File: config.mk
export PLATFORM = sky130hd
export DESIGN_NAME = fifo_wr_arbiter_flat
export DESIGN_NICKNAME = d
export VERILOG_FILES = /design/src/rtl/fifo_wr_arbiter_if.sv /design/src/rtl/fifo_wr_arbiter.sv /design/src/flat_wrapper.sv
export SDC_FILE = /design/constraint.sdc
export NUM_CORES = 1
export LEC_CHECK = 0
export ABC_AREA = 1
export CAP_MARGIN = 0
export CORE_MARGIN = 10
export CORE_UTILIZATION = 40
export CTS_BUF_LIST = sky130_fd_sc_hd__clkbuf_16
export DETAILED_ROUTE_END_ITERATION = 6
export HOLD_SLACK_MARGIN = 0.02
export PLACE_DENSITY = 0.8
export SLEW_MARGIN = 20
export SYNTH_ARGS = -nofsm -noshare
export SYNTH_HDL_FRONTEND = slang
export SYNTH_SLANG_ARGS = --single-unit
File: constraint.sdc
create_clock -name clk -period 5.4 [get_ports clk]
set_clock_uncertainty 0.15 [all_clocks]
set_input_delay 1.08 -clock clk [delete_from_list [all_inputs] [get_ports clk]]
set_output_delay 1.08 -clock clk [all_outputs]
set_load 0.05 [all_outputs]
File: src/rtl/fifo_wr_arbiter_if.sv
// Bundle between the producers, the FIFO write/pop side and fifo_wr_arbiter.
// slave modport: the arbiter. master modport: the environment driving it.
// Handshake: a word moves from requester i when req_valid[i] and
// req_ready[i] are both high at a rising clk edge. The requester holds
// req_data stable until then, and req_ready is never more than one-hot.
// dbg_state mirrors the arbiter FSM: 0 IDLE, 1 GRANT, 2 STALL, 3 BURST.
interface fifo_wr_arbiter_if #(
  parameter int N_REQ  = 4,
  parameter int DATA_W = 32,
  parameter int DEPTH  = 8
);
  localparam int GID_W = $clog2(N_REQ);
  localparam int CRD_W = $clog2(DEPTH + 1);

  logic [N_REQ-1:0]        req_valid;
  logic [N_REQ*DATA_W-1:0] req_data;
  logic [N_REQ-1:0]        req_ready;
  logic                    fifo_pop;
  logic                    fifo_en;
  logic                    fifo_wr;
  logic [DATA_W-1:0]       fifo_din;
  logic [GID_W-1:0]        grant_id;
  logic [CRD_W-1:0]        credits;
  logic                    err;
  logic [1:0]              dbg_state;

  modport slave (
    input  req_valid, req_data, fifo_pop,
    output req_ready, fifo_en, fifo_wr, fifo_din, grant_id, credits, err, dbg_state
  );

  modport master (
    output req_valid, req_data, fifo_pop,
    input  req_ready, fifo_en, fifo_wr, fifo_din, grant_id, credits, err, dbg_state
  );
endinterface

File: src/rtl/fifo_wr_arbiter.sv
// Round-robin write arbiter in front of an 8-deep FIFO. A credit counter
// tracks free FIFO slots; one requester is accepted per cycle and its word
// is written to the FIFO one cycle later through registered outputs.
// Optional burst lock: define FIFO_ARB_BURST_LOCK_EN to keep the grant on
// one requester for up to BURST_LEN consecutive beats.
module fifo_wr_arbiter #(
  parameter int N_REQ     = 4,
  parameter int DATA_W    = 32,
  parameter int DEPTH     = 8,
  parameter int BURST_LEN = 4
) (
  input  logic              clk,
  input  logic              rst,
  fifo_wr_arbiter_if.slave  io_bus
);
  localparam int GID_W = $clog2(N_REQ);
  localparam int CRD_W = $clog2(DEPTH + 1);
  localparam logic [CRD_W-1:0] CRD_FULL = CRD_W'(DEPTH);

  typedef enum logic [1:0] {
    S_IDLE  = 2'd0,
    S_GRANT = 2'd1,
    S_STALL = 2'd2,
    S_BURST = 2'd3
  } state_t;

  state_t             r_state;
  logic [GID_W-1:0]   r_ptr;
  logic [CRD_W-1:0]   r_credits;
  logic               r_err;
  logic               r_fifo_en;
  logic               r_fifo_wr;
  logic [DATA_W-1:0]  r_fifo_din;
  logic [GID_W-1:0]   r_grant_id;

  logic               w_found;
  logic [GID_W-1:0]   w_winner;
  logic [GID_W-1:0]   w_idx;
  logic [N_REQ-1:0]   w_ready;
  logic               w_accept;
  logic               w_pop_ok;
  logic [CRD_W-1:0]   w_credits_nxt;
  logic [DATA_W-1:0]  w_data;
  logic               w_lock_next;

`ifdef FIFO_ARB_BURST_LOCK_EN
  localparam int BEAT_W = $clog2(BURST_LEN + 1);
  logic               r_locked;
  logic [GID_W-1:0]   r_lock_id;
  logic [BEAT_W-1:0]  r_beat_cnt;
  logic               w_lock_active;
  logic [BEAT_W-1:0]  w_beat_nxt;

  // A lock only holds while its owner keeps valid up and slots remain.
  assign w_lock_active = r_locked && io_bus.req_valid[r_lock_id] && (r_credits != '0);
  assign w_beat_nxt    = w_lock_active ? (r_beat_cnt + 1'b1) : BEAT_W'(1);
  assign w_lock_next   = w_accept && (w_beat_nxt < BEAT_W'(BURST_LEN));
`else
  assign w_lock_next   = 1'b0;
`endif

  // Winner search: first valid requester starting at r_ptr, wrapping round.
  always_comb begin
    w_found  = 1'b0;
    w_winner = '0;
    w_idx    = '0;
    for (int k = 0; k < N_REQ; k++) begin
      w_idx = GID_W'((int'(r_ptr) + k) % N_REQ);
      if (!w_found && io_bus.req_valid[w_idx]) begin
        w_found  = 1'b1;
        w_winner = w_idx;
      end
    end
`ifdef FIFO_ARB_BURST_LOCK_EN
    if (w_lock_active) begin
      w_found  = 1'b1;
      w_winner = r_lock_id;
    end
`endif
  end

  // One-hot ready: only with a winner, a free slot and outside reset.
  always_comb begin
    w_ready = '0;
    if (!rst && w_found && (r_credits != '0)) begin
      w_ready[w_winner] = 1'b1;
    end
  end

  assign w_accept = |(w_ready & io_bus.req_valid);
  assign w_data   = io_bus.req_data[int'(w_winner)*DATA_W +: DATA_W];
  // A pop against a full credit count is bogus and must not overflow credits.
  assign w_pop_ok = io_bus.fifo_pop && (r_credits != CRD_FULL);

  // Credit arithmetic: accept consumes a slot, a valid pop returns one.
  always_comb begin
    w_credits_nxt = r_credits;
    if (w_accept && !w_pop_ok) begin
      w_credits_nxt = r_credits - 1'b1;
    end else if (!w_accept && w_pop_ok) begin
      w_credits_nxt = r_credits + 1'b1;
    end
  end

  // Write-side datapath, credits, pointer and sticky error.
  always_ff @(posedge clk) begin
    if (rst) begin
      r_fifo_en  <= 1'b0;
      r_fifo_wr  <= 1'b0;
      r_fifo_din <= '0;
      r_grant_id <= '0;
      r_ptr      <= '0;
      r_credits  <= CRD_FULL;
      r_err      <= 1'b0;
    end else begin
      r_fifo_en <= 1'b1;
      r_fifo_wr <= w_accept;
      r_credits <= w_credits_nxt;
      if (w_accept) begin
        r_fifo_din <= w_data;
        r_grant_id <= w_winner;
        // Pointer always moves past the last winner; a burst lock overrides
        // the search, so when the lock ends the search resumes at i+1.
        if (w_winner == GID_W'(N_REQ - 1)) begin
          r_ptr <= '0;
        end else begin
          r_ptr <= w_winner + 1'b1;
        end
      end
      if (io_bus.fifo_pop && (r_credits == CRD_FULL)) begin
        r_err <= 1'b1;
      end
    end
  end

  // Arbiter FSM (plus burst lock bookkeeping when compiled in).
  always_ff @(posedge clk) begin
    if (rst) begin
      r_state <= S_IDLE;
`ifdef FIFO_ARB_BURST_LOCK_EN
      r_locked   <= 1'b0;
      r_lock_id  <= '0;
      r_beat_cnt <= '0;
`endif
    end else begin
      if (w_accept) begin
        r_state <= w_lock_next ? S_BURST : S_GRANT;
      end else if ((|io_bus.req_valid) && (r_credits == '0)) begin
        r_state <= S_STALL;
      end else begin
        r_state <= S_IDLE;
      end
`ifdef FIFO_ARB_BURST_LOCK_EN
      if (w_accept) begin
        r_locked   <= w_lock_next;
        r_lock_id  <= w_winner;
        r_beat_cnt <= w_lock_next ? w_beat_nxt : '0;
      end else begin
        r_locked   <= 1'b0;
        r_beat_cnt <= '0;
      end
`endif
    end
  end

  assign io_bus.req_ready = w_ready;
  assign io_bus.fifo_en   = r_fifo_en;
  assign io_bus.fifo_wr   = r_fifo_wr;
  assign io_bus.fifo_din  = r_fifo_din;
  assign io_bus.grant_id  = r_grant_id;
  assign io_bus.credits   = r_credits;
  assign io_bus.err       = r_err;
  assign io_bus.dbg_state = r_state;
endmodule

File: src/flat_wrapper.sv
// flat-port wrapper written by rule: the top's interface ports become plain ports
module fifo_wr_arbiter_flat 
#(
  parameter int N_REQ     = 4,
  parameter int DATA_W    = 32,
  parameter int DEPTH     = 8,
  parameter int BURST_LEN = 4
)
  (clk, rst, io_bus_req_valid, io_bus_req_data, io_bus_fifo_pop, io_bus_req_ready, io_bus_fifo_en, io_bus_fifo_wr, io_bus_fifo_din, io_bus_grant_id, io_bus_credits, io_bus_err, io_bus_dbg_state);
  fifo_wr_arbiter_if #(.N_REQ(N_REQ), .DATA_W(DATA_W), .DEPTH(DEPTH)) io_bus_i ();
  input  logic clk;
  input  logic rst;
  input wire logic [$bits(io_bus_i.req_valid)-1:0] io_bus_req_valid;
  input wire logic [$bits(io_bus_i.req_data)-1:0] io_bus_req_data;
  input wire logic [$bits(io_bus_i.fifo_pop)-1:0] io_bus_fifo_pop;
  output wire logic [$bits(io_bus_i.req_ready)-1:0] io_bus_req_ready;
  output wire logic [$bits(io_bus_i.fifo_en)-1:0] io_bus_fifo_en;
  output wire logic [$bits(io_bus_i.fifo_wr)-1:0] io_bus_fifo_wr;
  output wire logic [$bits(io_bus_i.fifo_din)-1:0] io_bus_fifo_din;
  output wire logic [$bits(io_bus_i.grant_id)-1:0] io_bus_grant_id;
  output wire logic [$bits(io_bus_i.credits)-1:0] io_bus_credits;
  output wire logic [$bits(io_bus_i.err)-1:0] io_bus_err;
  output wire logic [$bits(io_bus_i.dbg_state)-1:0] io_bus_dbg_state;
  assign io_bus_i.req_valid = io_bus_req_valid;
  assign io_bus_i.req_data = io_bus_req_data;
  assign io_bus_i.fifo_pop = io_bus_fifo_pop;
  assign io_bus_req_ready = io_bus_i.req_ready;
  assign io_bus_fifo_en = io_bus_i.fifo_en;
  assign io_bus_fifo_wr = io_bus_i.fifo_wr;
  assign io_bus_fifo_din = io_bus_i.fifo_din;
  assign io_bus_grant_id = io_bus_i.grant_id;
  assign io_bus_credits = io_bus_i.credits;
  assign io_bus_err = io_bus_i.err;
  assign io_bus_dbg_state = io_bus_i.dbg_state;
  fifo_wr_arbiter #(.N_REQ(N_REQ), .DATA_W(DATA_W), .DEPTH(DEPTH), .BURST_LEN(BURST_LEN)) u_core (.clk(clk), .rst(rst), .io_bus(io_bus_i));
endmodule
==> flow_summary_export.csv, run 1 <==
group,metric,value,unit
status,status,"finished, final reports clean",
drt,vias,4700,
layout,multi_input_area,2180,sq um
layout,diodes,0,
worst_setup_path,arrival,4.61,ns
worst_setup_path,crit_chain,"clkdlybuf4s50_1, inv_1, nand2_1, nand2_1, nand2_1, nand2_2, nand4_1, nand3_2, ha_1, inv_1, nor2_1, nand2_1, inv_1, nor2_4, nand2_4, ha_1, ha_1, nand2_1, nand2_1, a31oi_1, nor2_1, nor3_1, a21oi_1, o21ai_0",
floorplanning,rows,34,
clocking,cts.path.max_buffers,2,
flow_run,drv_cap,0,
sta,fin_crit_sh,84.3,%
sta,worst_slew_pin_slew,0.700,ns
sta,setup_viol,0,
sta,tns,0,ns
worst_setup_path,worst_setup_path_end_kind,"flip-flop",
layout,final_core_util,63.3,%
drt,via_per_inst,5.28,
global_routing,grt_start_max_net_pins,66,
worst_setup_path,crit_path_frequent_cell,"nand2_1",
drt,route.met2.wl,6.73,mm
synth,ys_seq_elements,44,
synth,netlist_instances,634,
floorplanning,dieArea,13400,sq um
floorplanning,fp.coreArea,8810,sq um
synth,postSynthAreaPerCell,5.79,sq um
drt,wl_met3,1.49,mm
sta,max_freq,220,MHz
worst_setup_path,cp_slowest_cell,"clkdlybuf4s50_1",
sta,relSlewSlack,53.3,%
worst_hold_path,holdPathStages,2,
layout,regArea,881,sq um
worst_setup_path,criticalPathCategory,"in2reg",
drt,top_layer,"met4",
sta,slew_violations,0,
clocking,cts_tree,"built",
global_routing,antenna_found_initial,0,
synth,synth_cell_types,28,
sta,grt_setup_unrepaired,"no",
power_and_ir_drop,p_leak,2.87,nW
clocking,path_clk_slew,0.06,ns
drt,wl_met1,5.72,mm
layout,nFillCells,807,
worst_setup_path,start_kind,"input port",
clocking,clock_latency,0.28,ns
floorplanning,die_h,116,um
worst_setup_path,r2r_cells,23,
drt,drtAntennaViolNets,0,
power_and_ir_drop,peakVddDrop,0.432,mV
layout,final_nets,921,
worst_hold_path,hp-class,"reg2reg",
worst_setup_path,slowest_delay,0.52,ns
drt,drt_iter0_drc,305,
floorplanning,start_util,41.7,%
drt,drc,0,
layout,area_growth,51.9,%
placement,dpl.hpwl,10.3,mm
synth,synthTopCellsByArea,"nand2_1 (27%), dfxtp_1 (24%), nand4_1 (18%)",
clocking,numCtsBuffers,5,
clocking,clockRootBuffer,"clkbuf_16",
global_routing,grt_pass1_vias,4763,
worst_setup_path,required,5.46,ns
synth,synth.top_cell.area_share,27.3,%
clocking,cts-resized-gates,0,
global_routing,grt.total_usage,21.1,%
placement,port_buffers,181,
synth,synth_warnings,0,
global_routing,grt-ovfl-total,0,
synth,synth-seq-area-share,24.0,%
worst_setup_path,cp_max_fo,18,
clocking,holdBufCountCts,0,
sta,hold_slack,0.300,ns
drt,first_pass_iters,5,
synth,syn-cell-area,3670,sq um
synth,yosysTopAreaCell,"nand2_1",
layout,final_layout_size_suffix_gt1_share,5.63,%
clocking,htreeDepth,2,
clocking,clock_sinks,44,
power_and_ir_drop,power_density,629,nW/um^2
clocking,post_cts_buffers,0,
drt,wl_per_cell,16.0,um
synth,syn-num-nets,774,
sta,finalHoldViolCount,0,
drt,drt-total-wl,14.2,mm
global_routing,grt_pass1_wl,23.5,mm
floorplanning,ios,182,
sta,fin_crit,4.55,ns
floorplanning,die_w,116,um
placement,gp_congestion,0.937,
path summary, 6_finish.rpt:
check                                         start                       end  slack (ns)
worst min register to register    u_core.io_bus.err         u_core.io_bus.err        0.30
worst max register to register      u_core.r_ptr[0]  u_core.io_bus.credits[3]        1.58
worst max-delay path            io_bus_req_valid[3]  u_core.io_bus.credits[3]        0.85
worst min-delay path              u_core.io_bus.err         u_core.io_bus.err        0.30
critical path: cells and delay by family:
family                     cells  cell delay, ns
AOI/OAI and AO/OA              3            0.33
buffers and inverters          4            0.72
adders and majority gates      3            0.91
and+or+nand+nor               14            1.57
sequential cells by signal, indices dropped and copies added (netlist names):
name,cells
u_core.io_bus.grant_id,2
u_core.io_bus.credits,4
u_core.io_bus.fifo_en,1
u_core.io_bus.fifo_wr,1
u_core.io_bus.fifo_din,32
u_core.io_bus.err,1
u_core.io_bus.dbg_state,1
u_core.r_ptr,2
layer usage:
layer | up-vias | global-route usage [%]
met2 | 227 | 35.9
met4 | 0 | 6.51
li1 | 2341 | -
met1 | 2115 | 24.7
met3 | 17 | 6.98
met5 | - | 0
report_power, final:
part	internal (mW)	total, mW	switching, mW	leakage [nW]
Sequential	0.460	0.547	0.0872	0.365
Clock	0.168	0.296	0.128	0.0710
Combinational	0.874	2.66	1.79	2.44
Total	1.50	3.51	2.00	2.87
cells in the mapped netlist:
master,count
nand2_1,267
nand4_1,104
inv_1,83
dfxtp_1,44
nand3_1,40
buf_2,24
clkbuf_1,14
buf_6,9
nor2_1,8
nand2_2,7
a21oi_1,5
ha_1,4
buf_4,3
nor2_4,3
nor3_1,3
o21ai_0,3
inv_2,2
a21boi_2,1
a31oi_1,1
buf_1,1
fa_1,1
inv_4,1
nand2_4,1
nand3_2,1
nand4_2,1
nor2_2,1
nor3_2,1
xnor2_1,1
logic make-up (layout without fill, tap and decap cells):
group	count (synthesis)	in the layout	synth area share [%]
and+or+nand+nor	437	437	55.2
buffers and inverters	137	285	17.1
DFF	44	44	24.0
AOI/OAI and AO/OA	10	10	1.57
adders and majority gates	5	5	1.91
xor gates and xnor gates	1	1	0.239
metrics by stage:
stage	total power [mW]	area, sq um	instances	setup WS (ns)
after floorplan	2.55	3670	634	0.505
after global routing	3.85	5570	890	0.390
after global placement	3.17	5440	882	0.744
after CTS	3.53	5570	890	0.877
final	3.51	5570	890	0.850
after detailed placement	3.22	5440	882	0.593
area by class of cell:
cell class / instances / area share (%)
timing repair buffer: 191 / 34.3
inverter: 86 / 5.84
multi-input combinational: 453 / 39.1
tap: 108 / 2.42
clock inverter: 3 / 0.247
sequential: 44 / 15.8
clock buffer: 5 / 2.24
layout by cell type (no fill, tap or decap), types with 2 or more instances in the layout:
cell type        count
nand2_1            266
clkdlybuf4s50_1    177
nand4_1            104
inv_1               83
dfxtp_1             44
nand3_1             37
buf_4               11
nor2_1               8
nand2_2              8
a21oi_1              5
clkbuf_16            5
nand3_2              4
ha_1                 4
nor2_4               3
nor3_1               3
o21ai_0              3
buf_12               3
inv_2                2
clkinv_2             2
Power figures use the tool's default switching activity.
==> run 2, diff against run 1 <==
clock period = 4.71 ns   (was 5.4 ns; I/O delays follow)
==> flow_summary_export.csv, run 2 (same netlist as run 1, synthesis figures left out) <==
group,metric,value,unit
clocking,path_clk_slew,0.06,ns
worst_hold_path,hp-class,"reg2reg",
worst_setup_path,r2r_slack,1.06,ns
sta,worst_slew_pin_slew,0.669,ns
sta,tns,0,ns
clocking,clock_sinks,44,
sta,fin_crit_sh,90.4,%
clocking,cts-resized-gates,0,
layout,diodes,0,
sta,setup_viol,0,
clocking,cts.path.max_buffers,2,
power_and_ir_drop,finalPower,4.01,mW
clocking,holdBufCountCts,0,
power_and_ir_drop,peakVddDrop,0.554,mV
sta,finalHoldViolCount,0,
clocking,numCtsBuffers,5,
floorplanning,dieArea,13400,sq um
floorplanning,die_w,116,um
worst_hold_path,min_from,"u_core.io_bus.err",
global_routing,grt-ovfl-total,0,
layout,final_nets,923,
global_routing,grt_pass1_vias,4466,
drt,wl_per_cell,15.3,um
worst_setup_path,crit_path_frequent_cell,"nand2_1",
floorplanning,start_util,41.7,%
worst_hold_path,min_to,"u_core.io_bus.err",
power_and_ir_drop,power_density,716,nW/um^2
clocking,cts_tree,"built",
flow_run,drv_cap,0,
clocking,clockRootBuffer,"clkbuf_16",
global_routing,grt_start_max_net_pins,66,
floorplanning,ios,182,
worst_setup_path,r2r-start,"u_core.r_ptr[0]",
global_routing,grt.total_usage,19.8,%
sta,relSlewSlack,55.4,%
layout,largest_register_ffs,32,
drt,first_pass_iters,5,
floorplanning,fp.coreArea,8810,sq um
drt,drc,0,
worst_setup_path,worst_setup_path_end_kind,"flip-flop",
clocking,clock_latency,0.28,ns
global_routing,grt_pass1_wl,22.3,mm
worst_setup_path,crit_buf_inv,5,
worst_setup_path,r2r_cells,25,
drt,via_per_inst,5.20,
layout,area_growth,52.6,%
floorplanning,rows,34,
worst_setup_path,cp_slowest_cell,"clkdlybuf4s50_1",
sta,fin_crit,4.26,ns
global_routing,antenna_found_initial,0,
worst_setup_path,criticalPathCategory,"in2reg",
power_and_ir_drop,p_leak,2.88,nW
worst_setup_path,worst_r2r_endpoint,"u_core.io_bus.credits[3]",
drt,vias,4636,
layout,final_cell_mix,"nand2_1 (266), clkdlybuf4s50_1 (177), nand4_1 (104), inv_1 (83), dfxtp_1 (44)",
sta,grt_setup_unrepaired,"no",
layout,nFillCells,838,
clocking,htreeDepth,2,
drt,drt-total-wl,13.6,mm
placement,dpl.hpwl,10.2,mm
floorplanning,die_h,116,um
drt,drtAntennaViolNets,0,
worst_setup_path,required,4.76,ns
drt,drt_iter0_drc,451,
sta,slew_violations,0,
worst_setup_path,start_kind,"input port",
worst_hold_path,holdPathStages,2,
sta,max_freq,235,MHz
clocking,post_cts_buffers,0,
worst_setup_path,arrival,4.31,ns
worst_setup_path,cp_max_fo,4,
worst_setup_path,path_delay_family,"simple AND/OR/NAND/NOR gates",
status,status,"finished, final reports clean",
placement,gp_congestion,0.910,
worst_setup_path,setup.worst_path.start,"io_bus_req_valid[3]",
layout,final_layout_size_suffix_gt1_share,5.87,%
worst_setup_path,slowest_delay,0.55,ns
layout,final_common_cell,"nand2_1",
placement,port_buffers,181,
## run 2: cell count changes in the layout (fill, tap and decap cells not counted), sizes merged
cell,change
buf,+2
## run 2: area by class of cell
cell class | instances | area [sq um] | share of cell area, %
clock buffer | 5 | 125 | 2.23
clock inverter | 3 | 13.8 | 0.246
inverter | 86 | 325 | 5.81
multi-input combinational | 453 | 2180 | 38.9
sequential | 44 | 881 | 15.7
tap | 108 | 135 | 2.41
timing repair buffer | 193 | 1940 | 34.7
## run 2: worst min-delay path, delay by kind of cell, from the launching register on
kind	cells	cell delay (ns)
AOI/OAI and AO/OA	1	0.05
buffers and inverters	1	0.04
DFF	1	0.31
## run 2: worst max path at each step
stage / end / slack, ns / cells after the start
2_1_floorplan: u_core.io_bus.credits[3] / 0.20 / 29
3_3_place_gp: u_core.io_bus.credits[3] / 0.44 / 27
3_5_place_dp: u_core.io_bus.credits[3] / 0.23 / 27
4_1_cts: u_core.io_bus.credits[3] / 0.51 / 27
5_1_grt: u_core.io_bus.credits[3] / 0.09 / 27
6_report: u_core.io_bus.credits[3] / 0.45 / 26
## run 2: power breakdown
group | switching, mW | internal [mW] | total (mW)
clock | 0.134 | 0.193 | 0.326
sequential | 0.0952 | 0.527 | 0.622
combinational | 2.04 | 1.02 | 3.06
total | 2.27 | 1.74 | 4.01
## run 2: metal layers
metal  up-vias  track usage, %  wire, um
li1       2343               -         -
met1      2111            23.0      5590
met2       174            34.2      6570
met3         8            7.60      1380
met4         0            3.17        87
met5         -               0         0
## run 2: metrics by stage
step,hold WS (ns),utilization [%],instances,instance area (sq um),setup slack (ns)
2_1_floorplan,0.369,-,634,3670,0.201
3_3_place_gp,0.295,62.0,884,5460,0.441
3_5_place_dp,0.301,62.0,884,5460,0.226
4_1_cts,0.309,63.6,892,5600,0.506
5_1_grt,0.336,63.6,892,5600,0.0930
6_report,0.304,63.6,892,5600,0.450
